$ cat src/rtl/bram_port_arbiter.sv
// bram_port_arbiter: round-robin, burst-locking arbiter sharing one BRAM port among NREQ requesters
module bram_port_arbiter #(
    parameter int NREQ   = 2,
    parameter int ADDR_W = 10,
    parameter int DATA_W = 256
) (
    input  logic                   clk,
    input  logic                   rst,
    input  logic [NREQ-1:0]        req_valid,
    input  logic [NREQ-1:0]        req_we,
    input  logic [NREQ-1:0]        req_last,
    input  logic [NREQ*ADDR_W-1:0] req_addr,
    input  logic [NREQ*DATA_W-1:0] req_wdata,
    output logic [NREQ-1:0]        req_ready,
    output logic [NREQ-1:0]        rsp_valid,
    output logic [DATA_W-1:0]      rsp_rdata,
    output logic [ADDR_W-1:0]      bram_addr,
    output logic [DATA_W-1:0]      bram_din,
    output logic                   bram_we,
    input  logic [DATA_W-1:0]      bram_dout
);
    localparam int PW = $clog2(NREQ);
    typedef enum logic {IDLE, BURST} state_t;
    state_t            state;
    logic [PW-1:0]     rr_ptr, owner, win, sel;
    logic              has_sel, accept;
    logic [ADDR_W-1:0] addr_q;
    logic [ADDR_W-1:0] addr_a [NREQ];
    logic [DATA_W-1:0] data_a [NREQ];

    for (genvar i = 0; i < NREQ; i++) begin : g_unpack
        assign addr_a[i] = req_addr[i*ADDR_W +: ADDR_W];
        assign data_a[i] = req_wdata[i*DATA_W +: DATA_W];
    end

    // Scan from the farthest candidate back to rr_ptr so the nearest valid one wins
    always_comb begin
        win = '0;
        for (int k = NREQ - 1; k >= 0; k--)
            if (req_valid[PW'((int'(rr_ptr) + k) % NREQ)]) win = PW'((int'(rr_ptr) + k) % NREQ);
    end

    assign sel       = (state == BURST) ? owner : win;
    assign has_sel   = (state == BURST) ? req_valid[owner] : |req_valid;
    assign accept    = has_sel && !rst;
    assign req_ready = accept ? NREQ'(1) << sel : '0;
    assign bram_we   = accept && req_we[sel];
    assign bram_addr = has_sel ? addr_a[sel] : addr_q;
    assign bram_din  = data_a[sel];
    assign rsp_rdata = bram_dout;

    always_ff @(posedge clk) addr_q <= bram_addr;

    always_ff @(posedge clk) begin
        if (rst) begin
            state     <= IDLE;
            rr_ptr    <= '0;
            owner     <= '0;
            rsp_valid <= '0;
        end else begin
            rsp_valid <= req_ready & ~req_we;
            if (accept) begin
                state <= req_last[sel] ? IDLE : BURST;
                owner <= sel;
                if (req_last[sel]) rr_ptr <= (sel == PW'(NREQ - 1)) ? '0 : sel + 1'b1;
            end
        end
    end
endmodule

$ cat config.mk
export PLATFORM = sky130hd
export DESIGN_NAME = bram_port_arbiter
export DESIGN_NICKNAME = d
export VERILOG_FILES = /design/src/rtl/bram_port_arbiter.sv
export SDC_FILE = /design/constraint.sdc
export NUM_CORES = 1
export LEC_CHECK = 0
export ABC_AREA = 1
export BUFFER_PORTS_ARGS = -buffer_cell sky130_fd_sc_hd__buf_2
export CORE_AREA = 3 3 511 513
export DETAILED_ROUTE_END_ITERATION = 8
export DIE_AREA = 0 0 514 516
export SKIP_LAST_GASP = 1
export SLEW_MARGIN = 20
export SYNTH_ARGS = -nofsm -noshare
export SYNTH_HDL_FRONTEND = slang
export SYNTH_SLANG_ARGS = --single-unit
$ cat constraint.sdc
create_clock -name clk -period 1.3 [get_ports clk]
set_input_delay 0.065 -clock clk [delete_from_list [all_inputs] [get_ports clk]]
set_output_delay 0.065 -clock clk [all_outputs]
set_load 0.03 [all_outputs]
# --- Word level (Yosys, flattened, before mapping) ---
# Index checks and enable logic that the tools add are counted.
word_totals:
  inputBits: 796
  output_inout_bits: 527
  word_cells: 45
  register_bits: 15
op_classes:
  magnitude_cmp: 5
  reduce_logical: 5
  shifts: 1
  mux: 24
  add_sub_neg: 2
  bitwise_logic: 3
ops:
  columns: ["operator", "n"]
  rows:
  - ["two-way mux 256 bit", 3]
  - ["two-way mux 10 bit", 4]
  - ["two-way mux 1 bit", 16]
  - ["less-than comparator 1 x 3 -> 1 bit, second input constant", 2]
  - ["less-than comparator 1 x 2 -> 1 bit, second input constant", 2]
  - ["adder 1 bit, second input constant", 2]
  - ["bitwise AND 2 bit", 1]
  - ["greater-or-equal comparator 2 bit, second input constant", 1]
  - ["logical AND 1 bit", 2]
  - ["two-way mux 2 bit", 1]
  - ["NOT 1 -> 2 bit", 1]
  - ["NOT 2 bit", 1]
  - ["AND reduction 2 bit", 1]
  - ["OR reduction 2 bit", 1]
  - ["left shift 1 x 1 -> 2 bit, first input constant", 1]
  - ["logical NOT 1 bit", 1]

# --- Depth between registers and ports, before layout ---
# Gate-level depths: netlist of the first run.
logic_depth:
  depth_word: 12
  mapped_depth: 8
  depth_no_buf: 8

# --- Worst setup path after synthesis of the first run ---
# No wires, ideal clock.
synth_path:
  kind: "flip-flop to flip-flop"
  start: "register state"
  end: "register addr_q[5]"
  period_less_slack_ns: 1.614
  required_ns: 1.114
  setup_ns: 0.186
  t_arrival_ns: 1.429
  setup_slack_ns: -0.314
  path_buffers: 1
  stages_incl_launch_ff: 6
  path_cell_list: "dfxtp_1 > nand2_1 > nand2_2 > buf_2 > nand2_1 > a31oi_1"
synth_via:
  elab_chain_cells: 6
  elab_cells_between_ends: 7
  cone_classes: "mux (6); bitwise (1)"
synth_rtl:
  columns: ["item", "line", "source"]
  rows:
  - ["start: declaration", "24", "state_t state;"]
  - ["start signal: assignment", "63", "state <= req_last[sel] ? IDLE : BURST;"]
  - ["two-way mux 1 bit", "43", "assign sel = (state == BURST) ? owner : win;"]
  - ["NOT 1 -> 2 bit (not written as such)", "48", "assign bram_addr = has_sel ? addr_a[sel] : addr_q;"]
  - ["two-way mux 10 bit (not written as such) (3 in a row)", "48", null]
  - ["two-way mux 10 bit *", "48", null]
  - ["named net bram_addr[5]", "17", "output logic [ADDR_W-1:0] bram_addr,"]
  - ["end signal: assignment", "52", "always_ff @(posedge clk) addr_q <= bram_addr;"]
  - ["end: declaration", "27", "logic [ADDR_W-1:0] addr_q;"]
# Mark *: on every way through the listed nets, which the timed path passes. The rest lies on a longest branch. The select of a mux whose other input is x is not followed.
# A chain may end at the register's enable or synchronous reset.

# --- Final worst setup path of the first run ---
layout_path:
  start: "register state"
  end: "output bram_din[143]"
layout_via:
  elab_chain_cells: 5
layout_rtl:
  columns: ["item", "line", "source"]
  rows:
  - ["two-way mux 1 bit", "43", null]
  - ["NOT 1 -> 2 bit (not written as such)", "49", "assign bram_din = data_a[sel];"]
  - ["two-way mux 256 bit (not written as such) (3 in a row)", "49", null]
  - ["end: declaration", "18", "output logic [DATA_W-1:0] bram_din,"]
# No other way between the ends. The select of a mux whose other input is x is not followed.

==> results of run 1 <==
metrics by stage:
| stage | hold slack, ns | utilization [%] |
|---|---|---|
| floorplan | 0.1341 | - |
| global placement | 0.1303 | 6.087 |
| detailed placement | 0.1303 | 6.087 |
| CTS | 0.008942 | 6.703 |
| global route | 0.01041 | 6.960 |
| finish | 0.02398 | 7.005 |
timing repair:
| item | 4_1_cts | 5_1_grt |
|---|---|---|
| endpoints found under the hold margin | 2 | 0 |
| setup endpoints to repair | 284 | 284 |
| hold buffers | 2 | 0 |
| gates resized for setup | 238 | 200 |
| buffers inserted | 19 | 4 |
| pin swaps | 21 | 59 |
| gates cloned | 18 | 6 |
synthesized netlist by cell type:
library cell,number
a21oi_1,1
a31oi_1,10
buf_1,1
buf_2,41
buf_4,272
buf_6,1
clkbuf_1,1
dfxtp_1,15
inv_1,6
inv_2,1
inv_4,1
nand2_1,800
nand2_2,2
nand3_1,4
nor2_1,13
nor2_2,1
nor3_1,1
o21ai_0,1
o21bai_1,1
o31ai_1,1
registers in the layout (all words and copies together), names as in the netlist:
| name | cells |
|---|---|
| addr_q | 10 |
| owner | 1 |
| rr_ptr | 1 |
| rsp_valid | 2 |
| state | 1 |
routing by layer:
| metal | track usage, % | vias up | share of wire [%] |
|---|---|---|---|
| met4 | 2.231 | 232 | 2.5 |
| met2 | 23.21 | 1423 | 39 |
| met3 | 20.48 | 541 | 27 |
| li1 | - | 4549 | - |
| met5 | 0.4506 | - | 0.73 |
| met1 | 15.05 | 4366 | 31 |
power groups by stage:
stage	clock network, mW	registers, mW	logic [mW]
floorplan	0	0.566	5.84
global placement	0	0.562	14.3
detailed placement	0	0.565	14.4
CTS	0.706	0.562	16.1
global route	0.720	0.570	16.7
finish	0.656	0.563	15.8
kinds of logic after synthesis:
family	after synthesis	share of synthesized area [%]
simple gates	821	53.54
flops	15	5.194
buf+inv	324	39.75
compound gates	14	1.515
worst max-delay path by stage:
| stage | from | to | slack [ns] | cells after the start |
|---|---|---|---|---|
| floorplan | state | addr_q[0] | -0.12 | 5 |
| global placement | state | bram_din[20] | -0.47 | 8 |
| detailed placement | state | bram_din[18] | -0.54 | 8 |
| CTS | state | bram_din[178] | -0.67 | 11 |
| global route | state | bram_din[130] | -0.70 | 10 |
| finish | state | bram_din[143] | -0.62 | 10 |
worst max-delay path: stages, from the launching register on:
cell,delay (ns)
dfxtp_4,0.38
inv_4,0.05
nand2_4,0.09
nand2_8,0.11
buf_12,0.18
buf_12,0.13
clkbuf_16,0.16
clkbuf_16,0.16
nand2_1,0.10
nand2_4,0.06
buf_12,0.14
layout make-up:
type | instances | share of cell area (%)
timing repair buffer | 920 | 50.12
clock buffer | 4 | 0.4384
tap | 3384 | 23.55
sequential | 15 | 1.705
antenna | 58 | 0.8072
multi-input combinational | 835 | 23.11
inverter | 8 | 0.2714
==> summary.md, run 1 <==
| Metric | Value |
|---|---|
| IO Pins | `1323` |
| Most frequent cells in the layout | `nand2_1, buf_2, buf_12, nand2_2, nand2_4` |
| Worst slew margin | `83.70%` |
| Worst-margin pin slew | `0.2462 ns` |
| Sequential share of the synthesized area | `5.194%` |
| CTS root buf | `clkbuf_16` |
| Crit Path Max Fanout | `5` |
| Die area | `0.2652 mm²` |
| CTS tree | `yes` |
| Die height | `516 µm` |
| Placer Congestion | `0.8832` |
| Int Power | `7.333 mW` |
| FF-to-FF End | `addr_q[8]` |
| FF-to-FF Start | `owner` |
| Via count | `11110` |
| Worst Hold Class | `input port to flop` |
| Initial DRC count | `686` |
| Site Rows | `186` |
| Worst hold path endpoint | `rr_ptr` |
| Unique masters post-synth | `20` |
| CP Data Required Time | `1.24 ns` |
| Final setup TNS | `-144.57 ns` |
| Worst Path Class, Setup | `flop to output port` |
| Status | `finished, violations left` |
| Main area contributors after synthesis | `nand2_1, buf_4, dfxtp_1, buf_2, a31oi_1` |
| Startpoint Class | `flop` |
| Pre-CTS worst setup slack | `-0.5398 ns` |
| Gr usage total | `16.41%` |
| Warnings, synthesis | `0` |
| Min-delay src | `rst` |
| Yosys top cell area share | `51.94%` |
| Peak supply drop | `350.8 µV` |
| R2r setup slk | `-0.25 ns` |
| Commonest non-fill, non-tap cell in the layout | `nand2_1` |
| Core Area | `0.2567 mm²` |
| CTS clock-pin slew for the worst setup and hold paths | `0.06 ns` |
| Initial antenna violation count | `259` |
| # H-tree levels | `1` |
| Total area of sequential cells | `306.5 µm²` |
| Hold depth | `2` |
| Pleak | `8.087 nW` |
| # Max-Cap Violations | `0` |
| Maximum clock path buffer count | `2` |
| Placed inst area | `0.01563 mm²` |
| Remaining DRCs | `0` |
| Global-route wire length before repair | `252.5 mm` |
| Pin count of the biggest net entering global routing | `28` |
| Period utilization | `147.4%` |
| Area leader, netlist | `nand2_1` |
| WP data arrival | `1.85 ns` |
| GR Overflow Total | `0` |
| Power share of the sequential group | `3.3%` |
| Nets | `2579` |
| Placed insts | `5121` |
| Drt wl/cell | `43.63 µm` |
| Logic gate share of total power | `92.8%` |
| Multi-input gate area | `0.004155 mm²` |
| Vias per cell | `2.127` |
| Final Max Slew Viols | `0` |
| CP endpoint kind | `output port` |
| Total chip power | `17.03 mW` |
| Post-route non-filler standard cell count | `5224` |
| Dpl hpwl | `213.9 mm` |
| Fillers | `30350` |
| Post-Syn Area per Cell | `4.925 µm²` |
| Fmax | `0.5220 GHz` |
| Post-route cell area | `0.01798 mm²` |
| First drt pass iteration count | `4` |
| Starting density of the core | `2.252%` |
| Die width | `514 µm` |
| Cells on worst reg2reg path | `9` |
| Clock Sinks | `15` |
| Later-pin clock latency in the skew report | `0.26 ns` |
| Final ANT Viol Nets | `0` |
| Final hold viol count | `0` |
| Share of post-route cells with drive strength above 1 | `63.75%` |
| Sw Pwr | `9.700 mW` |
| Post-Syn Area | `0.005782 mm²` |
| TritonCTS buffer count | `3` |
| Clk pwr share | `3.8%` |
| Area Growth Syn to Fin | `211.0%` |
| Unrepaired setup endpoints after global routing | `yes` |
| Fin crit period | `1.916 ns` |
| Synth Instances | `1174` |
| Failing checks | `setup timing` |
| Synthesized net count | `1970` |
| Net Sw Frac | `56.95%` |
| PnR worst setup slack | `-0.6158 ns` |
| Clk_skew | `0.003470 ns` |
| WL final | `227.9 mm` |
| Synth Register Bits | `15` |
| PD cells | `947.3 mW/mm²` |
| PortBufs | `810` |
| Setup violators final | `283` |
| Number of global-route vias before repair | `10270` |
(Power assumes the default switching activity.)
==> run 2: changes to the inputs <==
Settings changed: CORE_AREA 3 3 511 513 to 3 3 518 520, DIE_AREA 0 0 514 516 to 0 0 521 523, GPL_TIMING_DRIVEN from default to 0, PLACE_DENSITY from default to 0.3.
Clock period 1.3 ns to 1.71 ns, I/O delays scaled along.
==> run 2 against run 1 <==
Effect of this change:
- sequential cell count did not move
- count of clock-buffer cells in the layout fell by 1
- die area rose by 2.7%
- register-to-register slack improved by 0.58 ns
- routed wire length fell by 19%
- hold slack improved by 0.039 ns
- the run still ends with setup timing left
- sequential power fell by 25%
- cell area rose by 6.7%
- clock skew fell by 0.00055 ns
- setup slack improved by 0.31 ns
- highest routed layer unchanged
==> summary.md, run 2 (synthesis gave the netlist of run 1 again) <==
| Metric | Value |
|---|---|
| Die area | `0.2725 mm² (+2.7%)` |
| Number of global-route vias before repair | `12680 (+23%)` |
| Final setup TNS | `-49.70 ns (+94.88 ns)` |
| # H-tree levels | `1 (unchanged)` |
| Crit. Startpoint | `rr_ptr` |
| Crit Path Max Fanout | `9 (+4)` |
| Pin count of the biggest net entering global routing | `11 (-61%)` |
| Setup violators final | `269 (-4.9%)` |
| Starting density of the core | `2.185% (-0.067 points)` |
| Sw Pwr | `8.829 mW (-9.0%)` |
| Clock Sinks | `15 (unchanged)` |
| Share of post-route cells with drive strength above 1 | `68.50% (+4.7 points)` |
| Min-delay src | `req_last[0]` |
| Metal2 WL | `79.13 mm (-10%)` |
| Pleak | `9.518 nW (+18%)` |
| Final ANT Viol Nets | `0 (unchanged)` |
| Met1 wire length | `76.78 mm (+7.1%)` |
| Status | `finished, violations left` |
| Total chip power | `13.57 mW (-20%)` |
| FF-to-FF Start | `owner` |
| Vias per cell | `2.088 (-1.8%)` |
| Most frequent cells in the layout | `buf_2, nand2_1, buf_4, buf_6, nand2_4` |
| IO Pins | `1323 (unchanged)` |
| Core Area | `0.2646 mm² (+3.1%)` |
| Unrepaired setup endpoints after global routing | `yes` |
| GR Overflow Total | `0 (unchanged)` |
| Area Growth Syn to Fin | `231.9%` |
| Fin crit period | `2.019 ns` |
| Final Max Slew Viols | `0 (unchanged)` |
| Period utilization | `118.1%` |
| WP data arrival | `1.93 ns (+0.08 ns)` |
| Die width | `521 µm (+1.4%)` |
| Via count | `12240 (+10%)` |
| TritonCTS buffer count | `3 (unchanged)` |
| PnR worst setup slack | `-0.3087 ns (+0.3071 ns)` |
| Power share of the sequential group | `3.1% (-0.2 points)` |
| Failing checks | `setup timing` |
| Die height | `523 µm (+1.4%)` |
| Later-pin clock latency in the skew report | `0.30 ns (+0.04 ns)` |
| Remaining DRCs | `0 (unchanged)` |
| Drt wl/cell | `31.55 µm (-28%)` |
| CTS clock-pin slew for the worst setup and hold paths | `0.08 ns (+0.02 ns)` |
| Commonest non-fill, non-tap cell in the layout | `buf_2` |
| Post-route cell area | `0.01919 mm² (+6.7%)` |
| Top Registers | `addr_q x10, rsp_valid x2` |
| Global-route wire length before repair | `208.0 mm (-18%)` |
| Worst-margin pin slew | `0.4755 ns (+0.2293 ns)` |
| Worst slew margin | `68.52% (-15 points)` |
| Placer Congestion | `0.9785 (+11%)` |
| Setup crit end | `bram_din[73]` |
| Nets | `3073 (+19%)` |
| Initial antenna violation count | `138 (-47%)` |
| CP Data Required Time | `1.62 ns (+0.38 ns)` |
| Final hold viol count | `0 (unchanged)` |
| PortBufs | `1066 (+32%)` |
| Gr usage total | `12.83% (-3.6 points)` |
| Int Power | `4.741 mW (-35%)` |
| Met3 Wirelength | `22.62 mm (-63%)` |
| Worst Path Class, Setup | `flop to output port` |
| Uppermost layer routed | `met5` |
| FF-to-FF End | `addr_q[7]` |
| CP endpoint kind | `output port` |
| Fillers | `31520 (+3.9%)` |
| Top reg by flops | `addr_q` |
| Dpl hpwl | `177.1 mm (-17%)` |
| Logic gate share of total power | `92.3% (-0.5 points)` |
| Worst Hold Class | `input port to flop` |
| PD cells | `707.1 mW/mm² (-25%)` |
| First drt pass iteration count | `4 (unchanged)` |
| CTS root buf | `clkbuf_16` |
| # Max-Cap Violations | `0 (unchanged)` |
| WL final | `185.0 mm (-19%)` |
| Clk_skew | `0.002921 ns (-0.0005485 ns)` |
| Cells on worst reg2reg path | `6 (-3)` |
| Peak supply drop | `248.0 µV (-29%)` |
| Startpoint Class | `flop` |
| Placed inst area | `0.01554 mm² (-0.56%)` |
| CTS tree | `yes` |
| Maximum clock path buffer count | `2 (unchanged)` |
| Site Rows | `189 (+1.6%)` |
| R2r setup slk | `0.33 ns (+0.58 ns)` |
| Clk pwr share | `4.6% (+0.8 points)` |
| Max reg flops | `10 (unchanged)` |
| Net Sw Frac | `65.06% (+8.1 points)` |
| Fmax | `0.4954 GHz` |
| Finished Core Util | `7.252% (+0.25 points)` |
| Initial DRC count | `423 (-38%)` |
run 2: what timing repair did:
| action | in CTS | in global routing |
|---|---|---|
| gates cloned | 7 | 5 |
| setup buffers | 13 | 8 |
| endpoints found under the hold margin | 4 | 0 |
| setup endpoints to repair | 280 | 269 |
| resized for setup | 620 | 255 |
| pin swaps | 20 | 25 |
| hold buffers | 3 | 0 |
run 2: critical path, stage by stage, from the launching register on:
cell     delay (ns)
dfxtp_2        0.35
nand2_2        0.07
nand2_4        0.10
nand2_8        0.11
inv_16         0.12
buf_16         0.21
buf_8          0.16
nand2_1        0.12
nand2_1        0.09
buf_4          0.24
run 2: worst min-delay path by stage:
stage,end,cells after the start
6_report,rr_ptr,3
3_5_place_dp,rsp_valid[1],2
5_1_grt,rr_ptr,3
4_1_cts,rr_ptr,3
3_3_place_gp,rsp_valid[1],2
2_1_floorplan,rr_ptr,1
run 2: metal layers:
metal  GRT usage [%]  vias up
li1                -     5514
met1           15.34     5330
met2           19.72     1015
met3           7.067      272
met4           3.401      110
met5               0        -
run 2: layout make-up:
cell class	instances	area (µm²)	area share (%)
flip-flops and latches	15	306.5	1.597
clock inverters	1	5.005	0.02608
clock buffers	3	75.07	0.3912
repair buffers	1099	7440	38.77
well taps	3533	4420	23.03
plain buffers	315	2776	14.47
diodes	54	135.1	0.7041
multi-input cells	835	3984	20.76
inverters	8	48.80	0.2543
run 2: stage by stage:
step           std cells  hold slack [ns]  worst slack (ns)
2_1_floorplan       1174           0.1546           0.09582
6_report            5863          0.06256           -0.3087
3_3_place_gp        5773           0.2704            -1.189
5_1_grt             5838          0.07509           -0.3479
4_1_cts             5800          0.02388           -0.3714
3_5_place_dp        5773           0.2695            -1.202
run 2: power by group through the flow:
| stage | clock [mW] | sequential [mW] | combinational [mW] |
|---|---|---|---|
| 2_1_floorplan | 0 | 0.431 | 4.40 |
| 3_3_place_gp | 0 | 0.427 | 10.8 |
| 3_5_place_dp | 0 | 0.429 | 10.8 |
| 4_1_cts | 0.707 | 0.424 | 12.6 |
| 5_1_grt | 0.672 | 0.430 | 13.4 |
| 6_report | 0.622 | 0.424 | 12.5 |
